**src/rtl/fb_pkg.sv**
```systemverilog
// Shared types and helpers for the double-buffered framebuffer controller.
//
// Contents:
//   fb_state_t : controller state encoding
//   pixel_t    : default-width pixel word
//   fb_addr()  : linear pixel address, base + x + width*y
package fb_pkg;

    typedef enum logic [1:0] {
        IDLE      = 2'd0,
        CLEARING  = 2'd1,
        SWAP_WAIT = 2'd2
    } fb_state_t;

    localparam int DEFAULT_PIXEL_BITS = 16;

    typedef logic [DEFAULT_PIXEL_BITS-1:0] pixel_t;

    // 32-bit working width is wide enough for any realistic display size;
    // callers cast the result down to their address width.
    function automatic logic [31:0] fb_addr(input logic [31:0] base,
                                            input logic [31:0] x,
                                            input logic [31:0] y,
                                            input logic [31:0] width);
        return base + x + width * y;
    endfunction

endpackage

```
**src/rtl/fb_addr_gen.sv**
```systemverilog
// Registered linear address generator: addr <= base + x + WIDTH*y.
//
// Ports:
//   clk  : clock
//   rst  : synchronous active-high reset, clears addr
//   base : bank base address
//   x, y : pixel coordinates
//   addr : registered address, one cycle after base/x/y
module fb_addr_gen
    import fb_pkg::*;
#(
    parameter int WIDTH     = 320,
    parameter int XB        = 9,
    parameter int YB        = 8,
    parameter int ADDR_BITS = 18
) (
    input  logic                 clk,
    input  logic                 rst,
    input  logic [ADDR_BITS-1:0] base,
    input  logic [XB-1:0]        x,
    input  logic [YB-1:0]        y,
    output logic [ADDR_BITS-1:0] addr
);

    always_ff @(posedge clk) begin
        if (rst) begin
            addr <= '0;
        end else begin
            addr <= ADDR_BITS'(fb_addr(32'(base), 32'(x), 32'(y), 32'(WIDTH)));
        end
    end

endmodule

```
**src/rtl/dual_framebuffer_ctrl.sv**
```systemverilog
// Double-buffered framebuffer controller. Renderer writes land in the back
// bank, display reads are mapped to the front bank, swaps wait for vblank,
// and a clear engine fills the back bank with a constant colour.
//
// Optional build macro: FB_AUTO_CLEAR_ON_SWAP_EN
//   When defined, every completed swap is followed by a clear of the new
//   back bank using the last latched clear colour.
//
// Ports:
//   clk, rst                     : clock, synchronous active-high reset
//   pix_wr_en/x/y/data, ready    : renderer write port
//   rd_x, rd_y, rd_addr          : display scan address translation
//   frame_end, swap_req, swap_ack: bank swap handshake
//   clear_req, clear_color       : clear engine request
//   busy, front_sel              : status
//   mem_wr_en/addr/data          : framebuffer memory write port
//
// state     | meaning
// ----------+---------------------------------------------------
// IDLE      | accepting renderer writes and requests
// CLEARING  | one clear write per cycle into the back bank
// SWAP_WAIT | swap requested, waiting for frame_end
module dual_framebuffer_ctrl
    import fb_pkg::*;
#(
    parameter  int WIDTH      = 320,
    parameter  int HEIGHT     = 240,
    parameter  int PIXEL_BITS = 16,
    localparam int PIXELS     = WIDTH * HEIGHT,
    localparam int ADDR_BITS  = $clog2(2 * PIXELS),
    localparam int XB         = $clog2(WIDTH),
    localparam int YB         = $clog2(HEIGHT)
) (
    input  logic                  clk,
    input  logic                  rst,
    input  logic                  pix_wr_en,
    output logic                  pix_wr_ready,
    input  logic [XB-1:0]         pix_x,
    input  logic [YB-1:0]         pix_y,
    input  logic [PIXEL_BITS-1:0] pix_wr_data,
    input  logic [XB-1:0]         rd_x,
    input  logic [YB-1:0]         rd_y,
    output logic [ADDR_BITS-1:0]  rd_addr,
    input  logic                  frame_end,
    input  logic                  swap_req,
    output logic                  swap_ack,
    input  logic                  clear_req,
    input  logic [PIXEL_BITS-1:0] clear_color,
    output logic                  busy,
    output logic                  front_sel,
    output logic                  mem_wr_en,
    output logic [ADDR_BITS-1:0]  mem_wr_addr,
    output logic [PIXEL_BITS-1:0] mem_wr_data
);

    localparam logic [ADDR_BITS-1:0] BANK1_BASE = ADDR_BITS'(PIXELS);
    localparam logic [ADDR_BITS-1:0] LAST_PIX   = ADDR_BITS'(PIXELS - 1);

    fb_state_t             state;
    logic                  swap_pend;
    logic [ADDR_BITS-1:0]  counter;
    logic [PIXEL_BITS-1:0] clr_color;

    logic [ADDR_BITS-1:0]  front_base;
    logic [ADDR_BITS-1:0]  back_base;
    logic [ADDR_BITS-1:0]  wr_base;
    logic [XB-1:0]         wr_x;
    logic [YB-1:0]         wr_y;
    logic                  pix_in_range;

    assign front_base = front_sel ? BANK1_BASE : '0;
    assign back_base  = front_sel ? '0 : BANK1_BASE;

    // The write address generator is shared: during a clear the counter is
    // folded into the base and the coordinates are forced to zero.
    assign wr_base = (state == CLEARING) ? (back_base + counter) : back_base;
    assign wr_x    = (state == CLEARING) ? '0 : pix_x;
    assign wr_y    = (state == CLEARING) ? '0 : pix_y;

    assign pix_in_range = (32'(pix_x) < WIDTH) && (32'(pix_y) < HEIGHT);

    fb_addr_gen #(
        .WIDTH     (WIDTH),
        .XB        (XB),
        .YB        (YB),
        .ADDR_BITS (ADDR_BITS)
    ) u_rd_addr_gen (
        .clk  (clk),
        .rst  (rst),
        .base (front_base),
        .x    (rd_x),
        .y    (rd_y),
        .addr (rd_addr)
    );

    fb_addr_gen #(
        .WIDTH     (WIDTH),
        .XB        (XB),
        .YB        (YB),
        .ADDR_BITS (ADDR_BITS)
    ) u_wr_addr_gen (
        .clk  (clk),
        .rst  (rst),
        .base (wr_base),
        .x    (wr_x),
        .y    (wr_y),
        .addr (mem_wr_addr)
    );

    // pix_wr_ready and busy are written alongside every state change so
    // they always describe the state being entered.
    always_ff @(posedge clk) begin
        if (rst) begin
            state        <= IDLE;
            front_sel    <= 1'b0;
            swap_pend    <= 1'b0;
            counter      <= '0;
            clr_color    <= '0;
            pix_wr_ready <= 1'b0;
            busy         <= 1'b0;
            swap_ack     <= 1'b0;
            mem_wr_en    <= 1'b0;
            mem_wr_data  <= '0;
        end else begin
            swap_ack  <= 1'b0;
            mem_wr_en <= 1'b0;
            case (state)
                IDLE: begin
                    if (pix_wr_ready && pix_wr_en && pix_in_range) begin
                        mem_wr_en   <= 1'b1;
                        mem_wr_data <= pix_wr_data;
                    end
                    if (clear_req) begin
                        state        <= CLEARING;
                        clr_color    <= clear_color;
                        counter      <= '0;
                        swap_pend    <= swap_req;
                        pix_wr_ready <= 1'b0;
                        busy         <= 1'b1;
                    end else if (swap_req) begin
                        state        <= SWAP_WAIT;
                        pix_wr_ready <= 1'b0;
                        busy         <= 1'b1;
                    end else begin
                        pix_wr_ready <= 1'b1;
                        busy         <= 1'b0;
                    end
                end
                CLEARING: begin
                    mem_wr_en   <= 1'b1;
                    mem_wr_data <= clr_color;
                    counter     <= counter + ADDR_BITS'(1);
                    if (counter == LAST_PIX) begin
                        if (swap_pend) begin
                            swap_pend <= 1'b0;
                            state     <= SWAP_WAIT;
                        end else begin
                            state        <= IDLE;
                            pix_wr_ready <= 1'b1;
                            busy         <= 1'b0;
                        end
                    end
                end
                SWAP_WAIT: begin
                    if (frame_end) begin
                        front_sel <= ~front_sel;
                        swap_ack  <= 1'b1;
`ifdef FB_AUTO_CLEAR_ON_SWAP_EN
                        state     <= CLEARING;
                        counter   <= '0;
`else
                        state        <= IDLE;
                        pix_wr_ready <= 1'b1;
                        busy         <= 1'b0;
`endif
                    end
                end
                default: begin
                    state        <= IDLE;
                    pix_wr_ready <= 1'b1;
                    busy         <= 1'b0;
                end
            endcase
        end
    end

endmodule

```
**config.mk**
```make
export PLATFORM = sky130hd
export DESIGN_NAME = dual_framebuffer_ctrl
export DESIGN_NICKNAME = d
export VERILOG_FILES = /design/src/rtl/fb_pkg.sv /design/src/rtl/fb_addr_gen.sv /design/src/rtl/dual_framebuffer_ctrl.sv
export SDC_FILE = /design/constraint.sdc
export NUM_CORES = 1
export LEC_CHECK = 0
export ABC_AREA = 0
export BUFFER_PORTS_ARGS = -buffer_cell sky130_fd_sc_hd__buf_2
export CORE_MARGIN = 8
export CORE_UTILIZATION = 61
export DETAILED_ROUTE_END_ITERATION = 8
export GPL_ROUTABILITY_DRIVEN = 0
export PLACE_DENSITY_LB_ADDON = 0.3
export SETUP_SLACK_MARGIN = 0.15
export SYNTH_ARGS = -nofsm -noshare
export SYNTH_HDL_FRONTEND = slang
export SYNTH_HIERARCHICAL = 1
export SYNTH_SLANG_ARGS = --single-unit
```
**constraint.sdc**
```tcl
create_clock -name clk -period 9.6 [get_ports clk]
set_input_delay 1.44 -clock clk [delete_from_list [all_inputs] [get_ports clk]]
set_output_delay 1.44 -clock clk [all_outputs]
set_load 0.05 [all_outputs]
```
## Yosys cells after proc, flatten, opt, wreduce, memory -nomap -nowiden

Index checks and enable logic that the tools add are counted.

| word-level totals | value |
|---|---|
| bits of input ports | 72 |
| word-level logic and storage cells | 79 |
| output and inout bits | 57 |
| flip-flop bits (word level) | 94 |

| cells by class | value |
|---|---|
| bitwise operators | 2 |
| reductions and logical operators | 13 |
| multiplexer cells | 33 |
| order comparisons | 2 |
| equality and inequality tests | 9 |
| add/subtract/negate cells | 6 |
| multiply operators | 2 |

Operators with widths:

| cell | count |
|---|---|
| $add 18x17->18 | 2 |
| $mux 18 | 2 |
| $pmux 18 s2 | 1 |
| $mux 17 | 2 |
| $pmux 16 s2 | 1 |
| $mul 3x8->11 const A | 2 |
| $add 17x18->18 | 1 |
| $add 17x9->18 | 1 |
| $add 18x1->18 const B | 1 |
| $add 18x9->18 | 1 |
| $eq 18x17->1 const B | 1 |
| $mux 16 | 1 |
| $mux 1 | 14 |
| $mux 2 | 5 |
| $lt 9x9->1 const B | 1 |
| $mux 9 | 1 |
| $reduce_and 3->1 | 3 |
| $lt 8x8->1 const B | 1 |
| $mux 8 | 1 |
| $ne 2x2->1 const B | 4 |
| $reduce_and 2->1 | 4 |
| $pmux 1 s3 | 2 |
| $pmux 2 s3 | 1 |
| $pmux 1 s2 | 2 |
| 9 further kinds | 12 |

## Longest topological paths before layout

Gate-level depths: netlist (run 1).

| logic depth | value |
|---|---|
| depth in word-level cells | 5 |
| mapped depth | 19 |
| gate-level depth less buffers | 17 |

## Modules after synthesis

Netlist (run 1), hierarchy kept.

By module, submodules not included:

| module | sequential area each (µm²) | cells an instance | area each (µm²) | times used |
|---|---|---|---|---|
| fb_addr_gen | 360.3 | 208 | 1834.3 | 2 |
| dual_framebuffer_ctrl | 1161.1 | 384 | 2996.6 | 1 |

## Worst setup path after synthesis (run 1)

No wires, ideal clock.

| timing | value |
|---|---|
| path type | in2reg |
| start point | input pix_y[1] |
| end point | register u_wr_addr_gen.addr[16] |
| data arrival time | 4.600 ns |
| stages on the path | 15 |
| required time | 9.477 ns |
| buffers on the path | 0 |
| setup slack | 4.876 ns |
| library setup time | 0.123 ns |
| cell sequence | and2_1 ha_1 ha_1 fa_1 a21o_1 a21oi_1 o21bai_1 a21oi_1 xnor2_1 ha_1 ha_1 and3_1 a31oi_1 o311a_1 mux2_1 |

| between the ends | value |
|---|---|
| word-level cells in the longest chain between the ends | 3 |

RTL lines:

| element | RTL line | source |
|---|---|---|
| start: declaration | dual_framebuffer_ctrl.sv:39 | `input logic [YB-1:0] pix_y,` |
| $mux 8 | dual_framebuffer_ctrl.sv:78 | `assign wr_y = (state == CLEARING) ? '0 : pix_y;` |
| $mul 3x8->11 | fb_pkg.sv:25 | `return base + x + width * y;` |
| $add 18x17->18 | fb_pkg.sv:25 |  |
| end signal: assignment | fb_addr_gen.sv:29 | `addr <= ADDR_BITS'(fb_addr(32'(base), 32'(x), 32'(y), 32'(WIDTH)));` |
| end: declaration | fb_addr_gen.sv:22 | `output logic [ADDR_BITS-1:0] addr` |

No other way between the ends.
A chain may end at the register's enable or synchronous reset.

## Worst setup path in the final report (run 1)

| timing | value |
|---|---|
| start point | register state[1] |
| end point | register u_wr_addr_gen.addr[16] |

| between the ends | value |
|---|---|
| word-level cells in the longest chain between the ends | 4 |
| elaborated cells on any way between the ends | 7 |
| classes of those cells | add/sub (2); mul (1); eq/ne (1); mux (3) |

RTL lines:

| element | RTL line | source |
|---|---|---|
| start: declaration | dual_framebuffer_ctrl.sv:59 | `fb_state_t state;` |
| start signal: assignment | dual_framebuffer_ctrl.sv:114 | `state <= IDLE;` |
| start signal: assignment | dual_framebuffer_ctrl.sv:134 | `state <= CLEARING;` |
| start signal: assignment | dual_framebuffer_ctrl.sv:141 | `state <= SWAP_WAIT;` |
| $eq 2x1->1 | dual_framebuffer_ctrl.sv:78 |  |
| $mux 8 | dual_framebuffer_ctrl.sv:78 |  |
| named net wr_y[3] | dual_framebuffer_ctrl.sv:68 | `logic [YB-1:0] wr_y;` |
| $mul 3x8->11 | fb_pkg.sv:25 |  |
| $add 18x17->18 | fb_pkg.sv:25 |  |

The timed path passes the listed nets, and every way through them passes these cells.

==> results of run 1 <==
worst paths after layout:
check | startpoint | to | depth (start not counted)
setup reg to reg | state[1]$_SDFFE_PP0P_ | u_wr_addr_gen/addr[16]$_SDFF_PP0_ | 17
setup / recovery | state[1]$_SDFFE_PP0P_ | u_wr_addr_gen/addr[16]$_SDFF_PP0_ | 17
hold reg to reg | clr_color[3]$_SDFFE_PP0P_ | clr_color[3]$_SDFFE_PP0P_ | 2
hold / removal | clr_color[3]$_SDFFE_PP0P_ | clr_color[3]$_SDFFE_PP0P_ | 2
critical path: stages, from the launching register on:
cell and delay, ns:
dfxtp_1 0.64, nand2b_1 0.71, buf_4 0.37, and2_1 0.19
ha_1 0.25, ha_1 0.24, fa_1 0.40, a21o_1 0.19
a21oi_1 0.21, o21bai_1 0.09, a21oi_1 0.17, xnor2_1 0.14
ha_1 0.25, ha_1 0.37, and3_1 0.18, a31oi_1 0.20
o311a_1 0.19, mux2_1 0.31
registers in the layout (all words and copies together) (netlist names):
| signal | cells |
|---|---|
| clr_color | 16 |
| state | 2 |
| swap_pend | 1 |
| counter | 18 |
| busy | 1 |
| swap_ack | 1 |
| pix_wr_ready | 1 |
| u_wr_addr_gen/addr | 18 |
| mem_wr_en | 1 |
| mem_wr_data | 16 |
| u_rd_addr_gen/addr | 18 |
| front_sel | 1 |
cell type report:
cell class | instances | area (µm²) | share of cell area [%]
Multi-Input combinational cell | 665 | 4620 | 60.7
Sequential cell | 94 | 1880 | 24.7
Timing Repair Buffer | 132 | 671 | 8.81
Tap cell | 140 | 175 | 2.30
Clock buffer | 10 | 128 | 1.68
Inverter | 22 | 82.6 | 1.08
Clock inverter | 6 | 52.6 | 0.690
synth_stat cells, types with 9 or more instances:
cell type and instances:
nand2_1 101, dfxtp_1 94, ha_1 89, nor2_1 82, a21oi_1 76, and2_1 27, clkbuf_1 23, xnor2_1 23
inv_1 22, nor2b_1 21, o21ai_0 19, a311oi_1 17, a21o_1 15, nand3_1 13, fa_1 11, xor2_1 11
nand4_1 9, o21a_1 9
metrics by stage:
step                total power (µW)  instance area (µm²)  hold slack [ns]
finish                          1450                 7610            0.462
global route                    1540                 7610            0.478
CTS                             1450                 7610            0.462
detailed placement              1200                 7430            0.447
global placement                1190                 7430            0.443
floorplan                       1040                 6710            0.437
layer usage:
| layer | GRT usage (%) | vias to the layer above |
|---|---|---|
| li1 | - | 3091 |
| met1 | 27.4 | 2802 |
| met2 | 36.9 | 148 |
| met3 | 3.87 | 21 |
| met4 | 7.03 | 0 |
| met5 | 0 | - |
power by group through the flow:
stage | Clock, µW | Combinational [µW] | Sequential [µW]
5_1_grt | 272 | 797 | 474
4_1_cts | 255 | 726 | 468
3_5_place_dp | 0 | 720 | 477
3_3_place_gp | 0 | 713 | 475
6_report | 251 | 729 | 467
2_1_floorplan | 0 | 396 | 646
kinds of logic after synthesis:
family	Yosys count	share of synthesized area, %
compound gates	193	18.8
xor+xnor	34	4.47
fa+ha+maj	100	20.0
buf+inv	54	3.29
flops	94	28.2
mux	10	1.69
other cells	1	0.0563
simple gates	314	23.4
cells in the final DEF, fill, tap and decap left out, types with 5 or more instances in the layout:
cell / netlist / routed
buf_2: 7 / 128
nand2_1: 101 / 101
dfxtp_1: 94 / 94
ha_1: 89 / 89
nor2_1: 82 / 82
a21oi_1: 76 / 76
and2_1: 27 / 27
xnor2_1: 23 / 23
inv_1: 22 / 22
nor2b_1: 21 / 20
o21ai_0: 19 / 19
a311oi_1: 17 / 17
a21o_1: 15 / 15
conb_1: 1 / 14
nand3_1: 13 / 13
xor2_1: 11 / 11
fa_1: 11 / 11
nand4_1: 9 / 9
o21a_1: 9 / 9
clkbuf_8: 0 / 9
nor3_1: 8 / 8
a211oi_1: 8 / 8
o21ai_1: 8 / 8
mux2_1: 8 / 8
a31oi_1: 6 / 6
or4_1: 6 / 6
nand2b_1: 5 / 5
nand3b_1: 5 / 5
o31ai_1: 5 / 5
==> impl_metrics.ini, run 1 <==
[yosys]
syn_inst = 800
synth-seq-cells = 94
yosys.area.top_type_share_pct = 28.2
ys_seq_area_share_pct = 28.2
ys_types = 66
ys_async_sr_fraction_pct = 0
yosys_warnings = 6
syn_avg_cell_area_um2 = 8.33
synth_edf_count = 0
synth.area.top_cells = dfxtp_1 28%, ha_1 17%, a21oi_1 5.7%
ys.flop_type = dfxtp_1
synth_area_leader_cell = dfxtp_1
syn-cell-area_um2 = 6670

[floorplan]
core_um2 = 10700
die_h_um = 121
initial_utilization_pct = 62.0
rows = 38
boundaryPins = 129
die_x_um = 121
die_area_um2 = 14500

[routing]
post_drt_wl_per_cell_um = 14.9
wl_met3_um = 784
highest_layer = met4
wl_met2_um = 7720
drc_errors = 0
vias = 6062
drt-total-wl_um = 15900
viasPerCell = 5.67
drt_iter0_markers = 374
ant_nets = 0
dr.pass1.iters = 6
wl_met1_um = 7160

[sta]
period_needed_ns = 5.20
tns_ns = 0
setup_viol = 0
max_freq_mhz = 192
finalMaxSlewViolations = 0
fin_skew_ns = 0.0111
fin_crit_sh_pct = 54.1
tightestPinTransition_ns = 1.20
rsz0062_at_grt = no
hold_viol_final = 0
slew_headroom_pct = 20.0
fin_ws_ns = 4.40

[final_layout]
utilization_pct = 70.9
area_growth_pct = 14.2
stdcell_count = 1069
drive_above_1_share_pct = 18.5
antenna_cells = 0
fin_nets = 1096
nFillCells = 934

[grt]
track_usage_pct = 21.8
first_global_vias = 5687
grt_pass1_wl_um = 26600
overflow = 0
grt_max_degree = 101
antenna_found_initial = 0

[power]
pwr_density_cell_nw_per_um2 = 190
p_seq_share_pct = 32.3
vdd_drop_max_uv = 116
p_leak_uw = 0.00351
sw_frac_of_total_pct = 45.6
power.switching_uw = 661
pwr-share-comb_pct = 50.4
clkPwrFrac_pct = 17.3
p_int_uw = 787

[placed_design]
post-place-ws_ns = 4.41
place_hpwl_um = 12200
dpl.cell_count = 1053
port_buffers = 128

[clock_network]
clock_latency_ns = 0.37
h-tree-depth = 3
cts_sinks = 94
cts_setup_buffers = 0
cts_hold_buf = 0
cts_buffers = 9
post_cts_resized = 0
root_buffer = clkbuf_8
clk_pin_slew_ns = 0.10
clk_path_buf_depth = 2
cts_tree = done

[critical_path]
critical_path_class = flop to flop
startpoint_type = flop
path_max_fanout = 25
end_kind = flop
cp.required_ns = 9.87
r2r_setup_slack_ns = 4.40
cp.arrival_ns = 5.46

[status]
outcome = completed

[hold_path]
hold_path_class = flop to flop

[flow_run]
maxCapViolations = 0
(Power assumes the default switching activity.)
==> run 2: changes to the inputs <==
Settings changed: CORE_UTILIZATION 61 to 57.
Clock period 9.6 ns to 4.9 ns, I/O delays scaled along.
==> run 2 against run 1 <==
- final cell count rose by 0.47%
- highest routed layer unchanged
- sequential cell count did not move
- largest cell class unchanged
- clock power rose to 2.9 times the previous value
- global-route usage fell by 0.73 points
- wire length rose by 3.4%
- critical endpoint unchanged
- worst setup slack got worse by 3.9 ns
==> impl_metrics.ini, run 2 (same netlist as run 1, synthesis figures left out) <==
[flow_run]
maxCapViolations = 0

[clock_network]
clock_latency_ns = 0.35
cts_buffers = 9
cts_sinks = 94
clk_path_buf_depth = 2
cts_tree = done
root_buffer = clkbuf_16
h-tree-depth = 3
post_cts_resized = 0
cts_hold_buf = 0
cts_setup_buffers = 0
clk_pin_slew_ns = 0.07

[final_layout]
drive_above_1_share_pct = 18.8
final_common_cell = buf_2
final_cell_mix = 127 x buf_2, 101 x nand2_1, 94 x dfxtp_1, 89 x ha_1, 82 x nor2_1
antenna_cells = 0
area_growth_pct = 16.4
fin_nets = 1098
top_regs = counter: 18 flops, u_rd_addr_gen/addr: 18 flops, u_wr_addr_gen/addr: 18 flops

[power]
sw_frac_of_total_pct = 43.1
pwr-share-comb_pct = 46.8
p_int_uw = 1750
vdd_drop_max_uv = 301
pwr_density_cell_nw_per_um2 = 397
p_leak_uw = 0.00359
p_seq_share_pct = 29.6
clkPwrFrac_pct = 23.6
power.switching_uw = 1330

[sta]
rsz0062_at_grt = no
fin_hold_ws_ns = 0.459
max_freq_mhz = 228
tightestPinTransition_ns = 1.07
tns_ns = 0
finalMaxSlewViolations = 0
hold_viol_final = 0
fin_skew_ns = 0.00977
fin_crit_sh_pct = 89.4
slew_headroom_pct = 28.3
setup_viol = 0
period_needed_ns = 4.38

[grt]
grt_pass1_wl_um = 26400
antenna_found_initial = 0
track_usage_pct = 21.0
first_global_vias = 5767
grt_max_degree = 65
overflow = 0

[floorplan]
die_x_um = 124
rows = 39
initial_utilization_pct = 58.4
die_area_um2 = 15400
die_h_um = 124
boundaryPins = 129
core_um2 = 11400

[placed_design]
place_hpwl_um = 12400
port_buffers = 128

[routing]
post_drt_wl_per_cell_um = 15.3
viasPerCell = 5.71
drt_iter0_markers = 349
dr.pass1.iters = 5
ant_nets = 0
drt-total-wl_um = 16500
drc_errors = 0
vias = 6130

[critical_path]
critical_path_class = flop to flop
path_max_fanout = 15
end_kind = flop
cp.required_ns = 5.13
startpoint_type = flop
cp.arrival_ns = 4.61
r2r_setup_slack_ns = 0.52

[hold_path]
hold_path_class = flop to flop

[status]
outcome = completed
[run 2: cell count changes in the layout (fill, tap and decap cells not counted), sizes merged]
cell,previous run,this run
buf,132,134
clkinv,1,3
clkinvlp,2,0
bufinv,0,1
clkbuf,10,9
[run 2: area by class of cell]
cell class	count	area [µm²]
clock buffers	9	225
clock inverters	7	77.6
fillers	970	3660
inverters	22	82.6
multi-input cells	665	4620
flip-flops and latches	94	1880
well taps	143	179
repair buffers	134	688
[run 2: critical path: stages, from the launching register on]
cell and delay, ns:
dfxtp_1 0.31, nand2b_1 0.37, and2_1 0.33, ha_1 0.31, ha_1 0.23, fa_1 0.41
a21o_1 0.19, a21oi_1 0.23, o21bai_1 0.10, a21oi_1 0.18, xnor2_1 0.14, ha_1 0.25
ha_1 0.37, and3_1 0.18, a31oi_1 0.17, o311a_1 0.19, mux2_1 0.31
[run 2: routing by layer]
layer / vias up / wire (µm) / track usage (%)
met4: 0 / 323 / 8.18
li1: 3091 / - / -
met2: 170 / 7750 / 35.1
met3: 26 / 1010 / 4.44
met5: - / 0 / 0
met1: 2843 / 7390 / 26.0
[run 2: path summary, 6_finish.rpt]
check / from / to / cells past startpoint
min reg2reg: clr_color[15]$_SDFFE_PP0P_ / clr_color[15]$_SDFFE_PP0P_ / 2
min: clr_color[15]$_SDFFE_PP0P_ / clr_color[15]$_SDFFE_PP0P_ / 2
max: state[1]$_SDFFE_PP0P_ / u_wr_addr_gen/addr[16]$_SDFF_PP0_ / 16
max reg2reg: state[1]$_SDFFE_PP0P_ / u_wr_addr_gen/addr[16]$_SDFF_PP0_ / 16
[run 2: power by group through the flow]
stage	combinational, µW	sequential [µW]	clock [µW]
CTS	1430	913	741
global placement	1410	927	0
floorplan	776	1260	0
detailed placement	1420	929	0
global route	1570	923	766
finish	1440	912	726
[run 2: stage by stage]
step / setup slack (ns) / instance area [µm²] / power (µW) / util (%) / instances
floorplan: 0.657 / 6710 / 2040 / - / 813
global placement: 0.631 / 7460 / 2330 / 65.3 / 1058
detailed placement: 0.533 / 7460 / 2350 / 65.3 / 1058
CTS: 0.539 / 7760 / 3080 / 67.9 / 1074
global route: 0.271 / 7760 / 3250 / 67.9 / 1074
finish: 0.521 / 7760 / 3080 / 67.9 / 1074
==> run 3: changes to the inputs <==
Settings changed: PLACE_DENSITY set to 0.82, PLACE_DENSITY_LB_ADDON 0.3 to not set.
==> run 3 against run 2 <==
- utilization increased by 0.22 points
- sequential share of layout area decreased by 0.078 points
- wire length increased by 0.43%
- critical path type unchanged
- fmax increased by 2.4%
- combinational power about the same
- clock power increased by 1%
- clock skew decreased by 0.0023 ns
- sequential cell count unchanged
- global-route usage increased by 0.082 points
- non-clock buffer count increased by 2
==> impl_metrics.ini, run 3 (same netlist as run 1, synthesis figures left out) <==
[sta]
fin_ws_ns = 0.623
tns_ns = 0
fin_skew_ns = 0.00751
setup_viol = 0
fin_crit_sh_pct = 87.3
hold_viol_final = 0
period_needed_ns = 4.28
tightestPinTransition_ns = 1.17
slew_headroom_pct = 22.1
max_freq_mhz = 234
finalMaxSlewViolations = 0
rsz0062_at_grt = no

[critical_path]
path_max_fanout = 12
cp.required_ns = 5.13
startpoint_type = flop
critical_path_class = flop to flop
cp_slowest_cell = fa_1
end_kind = flop
crit_family = adder cells
cpPeakStageDelay_ns = 0.46
cp.arrival_ns = 4.51
path_common_cell = ha_1
path_cells = nand2b_1, buf_4, and2_1, ha_1, fa_1, a21o_1, a21oi_1, o21bai_1, a21oi_1, xnor2_1, ha_1, ha_1, and3_1, a31oi_1, o311a_1, mux2_1
crit_buf_inv = 1

[power]
vdd_drop_max_uv = 299
p_leak_uw = 0.00359
p_total_uw = 3100
pwr_density_cell_nw_per_um2 = 399

[clock_network]
clk_pin_slew_ns = 0.07
clock_latency_ns = 0.35
cts_tree = done
clk_path_buf_depth = 2
cts_sinks = 94
cts_hold_buf = 0
h-tree-depth = 3
post_cts_resized = 0
root_buffer = clkbuf_16
cts_setup_buffers = 0
cts_buffers = 9

[final_layout]
nFillCells = 952
area_growth_pct = 16.8
antenna_cells = 0
final_common_cell = buf_2
final_cell_mix = 128 x buf_2, 101 x nand2_1, 94 x dfxtp_1, 89 x ha_1, 82 x nor2_1
fin_nets = 1100
top_regs = counter: 18 flops, u_rd_addr_gen/addr: 18 flops, u_wr_addr_gen/addr: 18 flops
drive_above_1_share_pct = 19.0

[grt]
grt_pass1_wl_um = 26500
grt_max_degree = 56
track_usage_pct = 21.1
overflow = 0
antenna_found_initial = 1
first_global_vias = 5760

[floorplan]
boundaryPins = 129
die_h_um = 124
die_x_um = 124
die_area_um2 = 15400
core_um2 = 11400
rows = 39
initial_utilization_pct = 58.4

[routing]
drt-total-wl_um = 16500
post_drt_wl_per_cell_um = 15.4
drc_errors = 0
vias = 6113
viasPerCell = 5.68
dr.pass1.iters = 5
drt_iter0_markers = 465
ant_nets = 0

[status]
outcome = completed

[placed_design]
place_hpwl_um = 12800
port_buffers = 128
post-place-ws_ns = 0.568

[flow_run]
maxCapViolations = 0

[hold_path]
hold_path_class = flop to flop
run 3: cell types whose count changed in the layout (fill, tap and decap cells not counted), sizes merged:
cell,previous run,this run
clkinv,3,0
buf,134,136
clkbuf,9,10
clkinvlp,0,2
run 3: path summary, 6_finish.rpt:
kind / slack (ns) / startpoint / cells after the start / end
worst min register to register: 0.46 / clr_color[13]$_SDFFE_PP0P_ / 2 / clr_color[13]$_SDFFE_PP0P_
worst min-delay path: 0.46 / clr_color[13]$_SDFFE_PP0P_ / 2 / clr_color[13]$_SDFFE_PP0P_
worst max-delay path: 0.62 / state[1]$_SDFFE_PP0P_ / 16 / u_wr_addr_gen/addr[16]$_SDFF_PP0_
worst max register to register: 0.62 / state[1]$_SDFFE_PP0P_ / 16 / u_wr_addr_gen/addr[16]$_SDFF_PP0_
run 3: area by class of cell:
class / count / area (µm²) / area share, %
multi-input combinational: 665 / 4620 / 59.4
clock buffer: 10 / 239 / 3.07
inverter: 22 / 82.6 / 1.06
clock inverter: 6 / 76.3 / 0.981
tap: 143 / 179 / 2.30
sequential: 94 / 1880 / 24.2
timing repair buffer: 136 / 701 / 9.00
run 3: per-layer routing:
metal	global-route usage (%)	up-vias	routed length, µm
li1	-	3098	-
met1	25.7	2827	7030
met2	36.8	153	8220
met3	2.90	33	862
met4	8.48	2	430
met5	0	-	8
run 3: power breakdown:
| part | internal (µW) | switching (µW) |
|---|---|---|
| Sequential | 875 | 38.2 |
| Combinational | 482 | 974 |
| Clock | 418 | 316 |
| Total | 1770 | 1330 |
run 3: metrics by stage:
stage | cells | cell area, µm² | util, % | hold slack, ns
after floorplan | 813 | 6710 | - | 0.437
after CTS | 1076 | 7780 | 68.2 | 0.456
after global routing | 1076 | 7780 | 68.2 | 0.481
after detailed placement | 1060 | 7470 | 65.4 | 0.447
final | 1076 | 7780 | 68.2 | 0.457
after global placement | 1060 | 7470 | 65.4 | 0.443
run 3: tightest hold or removal path, cell delays in order, from the launching register on:
cell and delay [ns]:
dfxtp_1 0.31, nand2_1 0.05, a21oi_1 0.05
